File: src/rtl/nt_obs_capture.sv
// Windowed observation of an Nt-node output: MISR signature, ones/toggle counts, rare-activation flag.
// Build option NT_OBS_TOGGLE_CNT_EN adds the toggle counter; without it toggle_cnt reads 0.
module nt_obs_capture #(
  parameter int unsigned        SIG_W       = 16,
  parameter logic [SIG_W-1:0]   POLY        = 16'hB400,
  parameter logic [SIG_W-1:0]   SEED        = 16'h0000,
  parameter int unsigned        WIN_LEN     = 256,
  parameter int unsigned        RARE_THRESH = 4,
  localparam int unsigned       CW          = $clog2(WIN_LEN + 1)
) (
  input  logic             I1294_clk,
  input  logic             I1301_rst,
  input  logic             obs_in,
  input  logic             start,
  input  logic             ack,
  output logic             busy,
  output logic             done,
  output logic [SIG_W-1:0] sig_out,
  output logic [CW-1:0]    ones_cnt,
  output logic [CW-1:0]    toggle_cnt,
  output logic             rare_flag
);

  typedef enum logic [1:0] {StIdle, StCapture, StDone} state_e;

  state_e           state;
  logic [CW-1:0]    sample_cnt;
  logic [SIG_W-1:0] sig_next;
  logic [CW-1:0]    ones_next;
  logic [CW-1:0]    zeros_next;
  logic [CW-1:0]    min_next;
  logic             rare_next;
  logic             last_sample;

  always_comb begin
    sig_next    = {obs_in, sig_out[SIG_W-1:1]} ^ (sig_out[0] ? POLY : '0);
    ones_next   = ones_cnt + CW'(obs_in);
    zeros_next  = CW'(WIN_LEN) - ones_next;
    min_next    = (ones_next < zeros_next) ? ones_next : zeros_next;
    rare_next   = (32'(min_next) <= RARE_THRESH);
    last_sample = (sample_cnt == CW'(WIN_LEN - 1));
  end

  always_ff @(posedge I1294_clk or posedge I1301_rst) begin
    if (I1301_rst) begin
      state      <= StIdle;
      busy       <= 1'b0;
      done       <= 1'b0;
      rare_flag  <= 1'b0;
      sig_out    <= '0;
      ones_cnt   <= '0;
      sample_cnt <= '0;
    end else begin
      unique case (state)
        StIdle: begin
          if (start) begin
            state      <= StCapture;
            busy       <= 1'b1;
            rare_flag  <= 1'b0;
            sig_out    <= SEED;
            ones_cnt   <= '0;
            sample_cnt <= '0;
          end
        end
        StCapture: begin
          sig_out    <= sig_next;
          ones_cnt   <= ones_next;
          sample_cnt <= sample_cnt + CW'(1);
          // Flag is taken from the count that includes the final sample.
          if (last_sample) begin
            state     <= StDone;
            busy      <= 1'b0;
            done      <= 1'b1;
            rare_flag <= rare_next;
          end
        end
        StDone: begin
          if (ack) begin
            state <= StIdle;
            done  <= 1'b0;
          end
        end
        default: state <= StIdle;
      endcase
    end
  end

`ifdef NT_OBS_TOGGLE_CNT_EN
  logic prev;

  always_ff @(posedge I1294_clk or posedge I1301_rst) begin
    if (I1301_rst) begin
      prev       <= 1'b0;
      toggle_cnt <= '0;
    end else if (state == StIdle && start) begin
      prev       <= obs_in;
      toggle_cnt <= '0;
    end else if (state == StCapture) begin
      prev       <= obs_in;
      toggle_cnt <= toggle_cnt + CW'(obs_in != prev);
    end
  end
`else
  assign toggle_cnt = '0;
`endif

endmodule

File: config.mk
export PLATFORM = sky130hd
export DESIGN_NAME = nt_obs_capture
export DESIGN_NICKNAME = d
export VERILOG_FILES = /design/src/rtl/nt_obs_capture.sv
export SDC_FILE = /design/constraint.sdc
export NUM_CORES = 1
export LEC_CHECK = 0
export CAP_MARGIN = 30
export CORE_UTILIZATION = 50
export CTS_BUF_LIST = sky130_fd_sc_hd__clkbuf_4 sky130_fd_sc_hd__clkbuf_8
export DETAILED_ROUTE_END_ITERATION = 8
export GPL_TIMING_DRIVEN = 0
export PLACE_DENSITY_LB_ADDON = 0.2
export SETUP_SLACK_MARGIN = 0.02
export SYNTH_ARGS = -nofsm -noshare
export SYNTH_HDL_FRONTEND = slang
export SYNTH_SLANG_ARGS = --single-unit
File: constraint.sdc
create_clock -name I1294_clk -period 5.8 [get_ports I1294_clk]
set_clock_uncertainty 0.1 [all_clocks]
set_input_delay 0.87 -clock I1294_clk [delete_from_list [all_inputs] [get_ports I1294_clk]]
set_output_delay 0.87 -clock I1294_clk [all_outputs]
set_load 0.01 [all_outputs]
# Word-level counts from Yosys, hierarchy flattened
# Index checks and enable logic that the tools add are counted.
dict set report word_totals {
  in_bits 5
  wordCells 46
  regBits 39
}
dict set report classes {
  add_sub_neg 3
  n_eq_ne 6
  bitwise_logic 1
  n_mux 20
  reduce_logical 7
  n_lt_le_gt_ge 2
}
# op n
set ops {}
lappend ops {{one-hot mux 9 bit (2 select lines)} 2}
lappend ops {{two-way mux 16 bit} 2}
lappend ops {{one-hot mux 16 bit (2 select lines)} 1}
lappend ops {{two-way mux 9 bit} 2}
lappend ops {{bitwise XOR 16 bit} 1}
lappend ops {{adder 9 x 1 -> 9 bit} 1}
lappend ops {{adder 9 x 1 -> 9 bit, second input constant} 1}
lappend ops {{== test 9 x 8 -> 1 bit, second input constant} 1}
lappend ops {{less-or-equal comparator 9 x 3 -> 1 bit, second input constant} 1}
lappend ops {{< comparator 9 bit} 1}
lappend ops {{AND reduction 3 bit} 3}
lappend ops {{subtractor 9 bit, first input constant} 1}
lappend ops {{two-way mux 1 bit} 6}
lappend ops {{two-way mux 2 bit} 3}
lappend ops {{inequality test 2 bit, second input constant} 3}
lappend ops {{one-hot mux 1 bit (2 select lines)} 3}
lappend ops {{one-hot mux 2 bit (3 select lines)} 1}
lappend ops {{nonzero test 2 bit} 2}
lappend ops {{== test 2 x 1 -> 1 bit, second input constant} 1}
lappend ops {{== test 2 bit, second input constant} 1}
lappend ops {{zero test 2 bit} 1}
lappend ops {{AND reduction 2 bit} 1}

# Longest topological paths before layout
# Gate-level depths: netlist of the first run.
dict set report depth {
  word_depth 7
  ltp_mapped 12
}

# Worst setup path after synthesis of the first run
# Ideal clock, no wire load.
dict set report synth_timing {
  path_kind {input to register}
  startpoint {in obs_in}
  endpoint {reg rare_flag}
  setup_time_ns 0.069
  path_buffers 0
  required_ns 5.631
  path_stages 12
  t_arrival_ns 3.293
  path_slack_ns 2.337
  cell_sequence {ha_1 > ha_1 > xor2_1 > nand2b_4 > nor3_2 > inv_1 > ha_1 > inv_1 > a2111oi_4 > and4b_1 > or4b_1 > nand3_1}
}
dict set report synth_between {
  elab_chain_cells 7
}
# item line_no
set synth_lines {}
lappend synth_lines {{start: declaration} 13} ;# input logic obs_in,
lappend synth_lines {{adder 9 x 1 -> 9 bit *} 37} ;# ones_next = ones_cnt + CW'(obs_in);
lappend synth_lines {{subtractor 9 bit} 38} ;# zeros_next = CW'(WIN_LEN) - ones_next;
lappend synth_lines {{< comparator 9 bit} 39} ;# min_next = (ones_next < zeros_next) ? ones_next : zeros_next;
lappend synth_lines {{two-way mux 9 bit *} 39}
lappend synth_lines {{less-or-equal comparator 9 x 3 -> 1 bit *} 40} ;# rare_next = (32'(min_next) <= RARE_THRESH);
lappend synth_lines {{two-way mux 1 bit *} 70} ;# if (last_sample) begin
lappend synth_lines {{one-hot mux 1 bit (2 select lines) *} 54} ;# unique case (state)
lappend synth_lines {{end signal: assignment} 74} ;# rare_flag <= rare_next;
lappend synth_lines {{end: declaration} 21} ;# output logic rare_flag
# Mark *: on every way between the ends. The rest lies on a longest branch, timed or not. The select of a mux whose other input is x is not followed.
# A chain may end at the register's enable or synchronous reset.

# Worst setup path in the final report of the first run
# Same ends and word-level chain as after synthesis.

==> out/results.tsv, run 1 <==
metric	value	unit
start_kind	input port	
async_flop_share	100	%
clk_latency	0.30	ns
nets	277	
die_w	67.3	microns
drv_slew	0	
path_class	in2reg	
routed_wl	4.32	mm
cp_data_required_time	5.93	ns
postSynthAreaPerCell	9.81	sq um
core_area	0.00406	sq mm
overflow	0	
grt_pass1_vias	1586	
cts_tree	built	
via_count	1697	
seqCellArea	976	sq um
netlist_area	0.00213	sq mm
postLayoutCoreUtil	65.4	%
status	complete, no violations	
cp_cell_sequence	clkdlybuf4s50_1 -> ha_1 -> ha_1 -> nand3_2 -> xnor2_1 -> nor3_2 -> inv_1 -> ha_1 -> inv_1 -> a2111oi_4 -> and4b_1 -> or4b_1 -> nand3_1	
antenna_left	0	
clock_sinks	39	
root_buffer	clkbuf_8	
multi_input_area	0.00103	sq mm
max-cap-violations	0	
yosysTopAreaCell	dfrtp_1	
die_area	0.00452	sq mm
dp.cells	307	
yosysSeqAreaShare	45.8	%
power.total	1.18	mW
critPathArrivalTime	4.05	ns
drive_gt1_share	11.7	%
synth_top_area_share	45.8	%
cpMostUsedCell	ha_1	
p_leak	1.22	nW
netlist_top_cells_area	dfrtp_1, a22o_1, o21ai_0	
clk_pin_slew	0.08	ns
regToRegSetupSlack	2.54	ns
synth_ff_type	dfrtp_1	
antenna_found_initial	0	
post_drt_wl_per_cell	13.7	microns
crit_path_max_fanout	6	
routed_via_density	5.39	
mostFrequentLayoutCells	dfrtp_1, clkdlybuf4s50_1, o21ai_0, nand2_1, a22o_1	
synth_edf_count	0	
max_freq	256	MHz
drt_iter0_drc	87	
timing.final.ws_setup	1.89	ns
rows	23	
drc	0	
holdCritPathClass	reg2reg	
grtUsageTotal	21.7	%
dr.pass1.iters	4	
place_congestion	0.835	
final_cells	315	
fillers	345	
htreeDepth	2	
ys_seq_elements	39	
syn-instance-count	217	
cp_slowest_stage_delay	0.52	ns
yosys_warnings	0	
max-clock-path-buffers	2	
critPathTopFamily	simple AND/OR/NAND/NOR gates	
post-cts-setup-buffers	0	
slowest_stage	or4b_1	
place_area	0.00254	sq mm
grt_max_degree	40	
ys_types	43	
io_buffers	32	
antenna_cells	0	
min_period_over_period	67.5	%
fin_hold_ws	0.390	ns
hold_viol_final	0	
path_buf_inv	3	
die_h	67.3	microns
ir_drop	0.000292	V
setup_violations	0	
post-place-ws	1.61	ns
syn_to_final_growth	24.7	%
end_kind	flip-flop	
cts_hold_buf	0	
start_util	52.5	%
post_cts_resized	0	
io_pins	42	
slew_headroom	46.5	%
worst_pin_slew	0.802	ns
cts_made_buffers	5	
fin_area	0.00266	sq mm
finalSetupTns	0	ns
layout_commonest_cell	dfrtp_1	
grt_setup_unrepaired	no	
period_minus_slack	3.91	ns
dp_hpwl	3.03	mm
grt_pass1_wl	7.19	mm
power.density	445	mW/mm^2
sequential cells by signal (all words and copies together) (netlist names):
signal,cells
sample_cnt,9
ones_cnt,9
sig_out,16
busy,1
done,1
rare_flag,1
state,2
area by class of cell:
type / instances / share of cell area (%)
Clock inverter: 3 / 1.65
Timing Repair Buffer: 32 / 12.1
Inverter: 10 / 1.41
Sequential cell: 39 / 36.8
Multi-Input combinational cell: 156 / 38.7
Clock buffer: 5 / 2.59
Tap cell: 50 / 2.36
Buffer: 20 / 4.43
Yosys cell counts (all sizes together), types with 2 or more instances:
cell type,instances
a21o,3
and3,3
ha,8
nor3,4
a21oi,5
a22o,18
nand2b,4
xnor2,10
nand3,9
dfrtp,39
xor2,2
buf,12
o31ai,2
inv,10
o21ai,27
nand4,2
nand2,24
clkbuf,8
nor2,14
worst paths after layout:
kind,start,endpoint,cells after the start
setup / recovery,obs_in,rare_flag,13
hold / removal,sample_cnt[8],sample_cnt[8],2
setup reg to reg,ones_cnt[0],rare_flag,11
hold reg to reg,sample_cnt[8],sample_cnt[8],2
max in group asynchronous,I1301_rst,state[0],2
min in group asynchronous,I1301_rst,sig_out[2],2
worst reg2reg max path: stages (launching register included):
cell	delay (ns)
dfrtp_1	0.41
ha_1	0.28
ha_1	0.22
nand3_2	0.14
nor2_1	0.09
xnor2_1	0.43
nand3_1	0.17
ha_1	0.36
o21bai_1	0.16
and4b_1	0.22
or4b_1	0.52
nand3_1	0.09
power by group:
group	total (mW)	switching [mW]	leakage [nW]	internal [mW]
clock	0.233	0.105	0.0581	0.128
sequential	0.437	0.0821	0.502	0.355
combinational	0.510	0.235	0.659	0.275
total	1.18	0.422	1.22	0.758
layer usage:
metal | vias to the layer above | routed length, microns | share of wire [%] | global-route usage [%]
met3 | 10 | 167 | 3.9 | 6.42
met4 | 0 | 85 | 2.0 | 8.51
met5 | - | 0 | 0 | 0
met2 | 37 | 2050 | 47 | 34.9
met1 | 811 | 2010 | 47 | 27.3
li1 | 839 | - | - | -
cells by family after synthesis:
logic type               synth area share [%]
other                                   0.176
buffers and inverters                    7.29
AO/OA/AOI/OAI                            20.1
XOR/XNOR                                 5.64
AND/OR/NAND/NOR                          15.7
flip-flops                               45.8
multiplexers                            0.529
adder cells (fa/ha/maj)                  4.70
No activity file was read; power rests on OpenSTA's default activity.
==> inputs of run 2 (changes only) <==
--- a/config.mk
+++ b/config.mk
@@ -6,7 +6,7 @@
 export NUM_CORES = 1
 export LEC_CHECK = 0
 export CAP_MARGIN = 30
-export CORE_UTILIZATION = 50
+export CORE_UTILIZATION = 48
 export CTS_BUF_LIST = sky130_fd_sc_hd__clkbuf_4 sky130_fd_sc_hd__clkbuf_8
 export DETAILED_ROUTE_END_ITERATION = 8
 export GPL_TIMING_DRIVEN = 0
==> constraint.sdc (replaced) <==
create_clock -name I1294_clk -period 3.2 [get_ports I1294_clk]
set_clock_uncertainty 0.1 [all_clocks]
set_input_delay 0.48 -clock I1294_clk [delete_from_list [all_inputs] [get_ports I1294_clk]]
set_output_delay 0.48 -clock I1294_clk [all_outputs]
set_load 0.01 [all_outputs]
==> run 2 against run 1 <==
Against the previous run:
- first-iteration DRC count is 41% higher
- worst setup slack worse by 1.7 ns
- final area is 3.8% higher
- critical endpoint unchanged
- worst hold slack better by 0.010 ns
- critical path depth is 2 lower
- die area is 4.0% higher
==> out/results.tsv, run 2 (synthesis gave the netlist of run 1 again) <==
metric	value	unit
p_leak	1.24	nW
hold_end	rare_flag	
routed_via_density	5.25	
whs_path_depth	2	
largest_registers	sig_out x16, ones_cnt x9, sample_cnt x9	
drive_gt1_share	15.7	%
clk_pin_slew	0.08	ns
reg2reg_to	rare_flag	
cp_data_required_time	3.34	ns
regToRegSetupSlack	0.14	ns
top_register	sig_out	
slew_headroom	46.9	%
max-clock-path-buffers	2	
start_util	51.7	%
dp_hpwl	3.02	mm
clk_latency	0.30	ns
fin_area	0.00276	sq mm
crit_path_max_fanout	8	
grt_pass1_wl	7.00	mm
max_freq	327	MHz
cts_tree	built	
min_period_over_period	95.6	%
htreeDepth	2	
post_drt_wl_per_cell	14.0	microns
setup_violations	0	
die_h	68.6	microns
clock_sinks	39	
status	complete, no violations	
largest_reg_flops	16	
grtUsageTotal	21.2	%
core_area	0.00412	sq mm
antenna_cells	0	
fillers	348	
dr.pass1.iters	4	
seqCellArea	976	sq um
place_congestion	0.823	
multi_input_area	0.00111	sq mm
postLayoutCoreUtil	67.0	%
grt_pass1_vias	1488	
io_buffers	32	
antenna_found_initial	0	
syn_to_final_growth	29.4	%
start_kind	flip-flop	
period_minus_slack	3.06	ns
dp.cells	307	
routed_wl	4.45	mm
rr_startpoint	ones_cnt[1]	
root_buffer	clkbuf_8	
rows	23	
critPathArrivalTime	3.20	ns
drv_slew	0	
drc	0	
min_from	rare_flag	
cts_hold_buf	0	
power.density	814	mW/mm^2
cts_made_buffers	5	
die_area	0.00471	sq mm
worst_pin_slew	0.795	ns
io_pins	42	
layout_commonest_cell	dfrtp_1	
max-cap-violations	0	
holdCritPathClass	reg2reg	
ir_drop	0.000604	V
hold_viol_final	0	
end_kind	flip-flop	
mostFrequentLayoutCells	dfrtp_1, clkdlybuf4s50_1, o21ai_0, nand2_1, a22o_1	
place_area	0.00254	sq mm
path_class	reg2reg	
drt_iter0_drc	123	
power.total	2.24	mW
worstRegToRegCells	11	
via_count	1665	
nets	279	
die_w	68.6	microns
final_cells	317	
antenna_left	0	
grt_max_degree	40	
overflow	0	
run 2: cell count changes in the layout (fill, tap and decap cells not counted), sizes merged:
| cell | change |
|---|---|
| clkbuf | +2 |
| clkinv | -1 |
| clkdlybuf4s50 | -1 |
| buf | +2 |
run 2: repair_timing:
item | 4_1_cts | 5_1_grt
gates resized for setup | 5 | 10
pin swaps | 1 | 2
endpoints found under the setup margin | 1 | 1
setup buffers | 0 | 2
run 2: area by class of cell:
class / count / share of cell area (%)
clock buffers: 6 / 3.00
plain buffers: 20 / 4.27
inverters: 10 / 1.36
clock inverters: 2 / 1.27
flip-flops and latches: 39 / 35.4
well taps: 50 / 2.27
multi-input cells: 156 / 40.4
repair buffers: 34 / 12.0
run 2: stage by stage:
step | worst slack (ns) | hold WS (ns) | setup TNS [ns]
3_5_place_dp | -0.647 | 0.383 | -0.647
6_report | 0.141 | 0.401 | 0
5_1_grt | -0.00519 | 0.424 | -0.00519
2_1_floorplan | 0.127 | 0.350 | 0
4_1_cts | 0.0374 | 0.400 | 0
3_3_place_gp | -0.590 | 0.363 | -0.590
run 2: critical path, stage by stage, from the launching register on:
cell and delay [ns]:
dfrtp_1 0.59, ha_4 0.21, nand3_4 0.13, xnor2_2 0.20, nor3_4 0.22, inv_2 0.07, ha_4 0.26, inv_1 0.05
a2111oi_4 0.29, and4b_1 0.24, or4b_1 0.52, nand3_1 0.10
run 2: how the worst max path moves through the flow:
stage	to	slack (ns)	start	cells past startpoint
6_report	rare_flag	0.14	ones_cnt[1]	11
4_1_cts	rare_flag	0.04	obs_in	12
3_3_place_gp	rare_flag	-0.59	obs_in	13
5_1_grt	rare_flag	-0.005	ones_cnt[0]	12
2_1_floorplan	rare_flag	0.13	obs_in	12
3_5_place_dp	rare_flag	-0.65	obs_in	13
run 2: routing by layer:
metal / GRT usage, % / vias up / share of wire, %
li1: - / 840 / -
met1: 27.6 / 784 / 47
met2: 32.4 / 36 / 46
met3: 7.07 / 5 / 5.6
met4: 8.07 / 0 / 1.2
met5: 0 / - / 0
run 2: power breakdown:
part,switching [mW],total [mW],leakage (nW),internal [mW]
Sequential,0.167,0.810,0.502,0.643
Combinational,0.453,1.00,0.676,0.551
Clock,0.177,0.430,0.0612,0.252
Total,0.797,2.24,1.24,1.45
==> RTL change (flow settings as in run 2) <==
The option `NT_OBS_TOGGLE_CNT_EN` is turned on by a define.
--- a/src/rtl/nt_obs_capture.sv
+++ b/src/rtl/nt_obs_capture.sv
@@ -1,5 +1,7 @@
 // Windowed observation of an Nt-node output: MISR signature, ones/toggle counts, rare-activation flag.
 // Build option NT_OBS_TOGGLE_CNT_EN adds the toggle counter; without it toggle_cnt reads 0.
+`define NT_OBS_TOGGLE_CNT_EN
+
 module nt_obs_capture #(
   parameter int unsigned        SIG_W       = 16,
   parameter logic [SIG_W-1:0]   POLY        = 16'hB400,
Function: changed (Yosys sat finds a counterexample within 4 cycles, from zero or initial values and one cycle with I1301_rst high).
==> RTL change against run 2 <==
Wire length is 34% higher. Synthesized area increased by 21%. Sequential share of layout area is 2.4 points higher. Sequential cell count rose by 10. Die area is 20% higher. Power increased by 18%. Combinational power increased by 15%. Design area up 18%. Synthesized cell count up 32%. Worst setup slack improved by 0.059 ns. First-iteration DRC count is 20% higher. Critical endpoint unchanged. Largest cell class unchanged. Largest power group unchanged.
==> RTL change: results (changes against run 2) <==
| Metric | Value |
|---|---|
| Pwr Total | `0.00264 W (+18%)` |
| Final min period | `3.00 ns (-0.0588 ns)` |
| Crit. Startpoint | `ones_cnt[0]` |
| Multi-input combinational cell area | `1330 um^2 (+19%)` |
| Static leakage | `1.38 nW (+12%)` |
| Maximum VDD drop | `522 uV (-14%)` |
| CTS Sinks | `49 (+26%)` |
| Worst path slowest cell | `or4_1` |
| I/O Buffers | `41 (+28%)` |
| Via density | `5.47 (+4.1%)` |
| Largest net degree at the start of global routing | `28 (-30%)` |
| CTS Buf Count | `5 (unchanged)` |
| Tightest Pin Transition | `0.662 ns (-0.133 ns)` |
| Fillcell total | `466 (+34%)` |
| Signal buf overhead | `0.151 (-0.0115)` |
| Switching share of power | `0.383 (+0.0279)` |
| Drt wl/cell | `14.6 um (+4.1%)` |
| Delay of the slowest critical-path stage | `0.49 ns (-0.10 ns)` |
| Max FO, Critical Path | `5 (-3)` |
| Cell variety after synth | `41 (-4.7%)` |
| Hold slack | `0.378 ns (-0.0226 ns)` |
| Seq/Total Area, Yosys | `0.477 (+0.0191)` |
| Post-synthesis adder-cell area fraction | `0.0487 (+0.00171)` |
| Post-synth top cells | `nand2_1, dfrtp_1, nand3_1` |
| First DRT Iteration DRCs | `147 (+20%)` |
| Seq power | `0.00111 W (+37%)` |
| Logic pwr share | `0.438 (-0.010)` |
| Multi-input logic portion of the cell area | `0.410 (+0.00559)` |
| Total GRT Usage | `0.229 (+0.0180)` |
| Worst slack at placement | `-0.742 ns (-0.0944 ns)` |
| HP Start | `toggle_cnt[8]` |
| Top cells by area, synth | `dfrtp_1, nand2_1, nand3_1, o21ai_0, ha_1` |
| Post-Place Cells | `398 (+30%)` |
| GP Congestion | `0.861 (+4.6%)` |
| Mapped Cells | `286 (+32%)` |
| Register Area | `1230 um^2 (+26%)` |
| Final Net Count | `351 (+26%)` |
| First-pass GRT wire length | `9650 um (+38%)` |
| Layout clock area frac | `0.0278 (-0.0149)` |
| Mux cell area share after synthesis | `0.0166 (+0.0113)` |
| Compound-Gate Fraction of Synth Area | `0.114 (-0.0865)` |
| Non-clk bufs | `57 (+5.6%)` |
| Signal inverters | `5 (-5)` |
| Run status | `complete, no violations` |
| Die width | `75.2 um (+9.5%)` |
| Share of layout cells above drive strength 1 | `0.0979 (-0.0594)` |
| Post-DP Area | `3090 um^2 (+21%)` |
## RTL change: cell types whose count changed in the layout (fill, tap and decap cells not counted), sizes merged, moves of 5 or more
cell,change
buf,-8
nand4,+5
nand2,+38
nand3,+29
a22o,-18
clkdlybuf4s50,+9
conb,-9
dfrtp,+10
## RTL change: metal layers
metal / part of all wire / track usage / vias to the layer above
met5: 0 / 0 / -
li1: - / - / 1098
met1: 0.47 / 0.322 / 1070
met4: 0.0094 / 0.0617 / 0
met3: 0.042 / 0.0602 / 6
met2: 0.48 / 0.355 / 51
## RTL change: timing repair
item | CTS | global route
setup buffers | 1 | 0
hold buffers | 0 | 0
gates resized for setup | 6 | 8
setup endpoints to repair | 1 | 1
pin swaps | 1 | 2
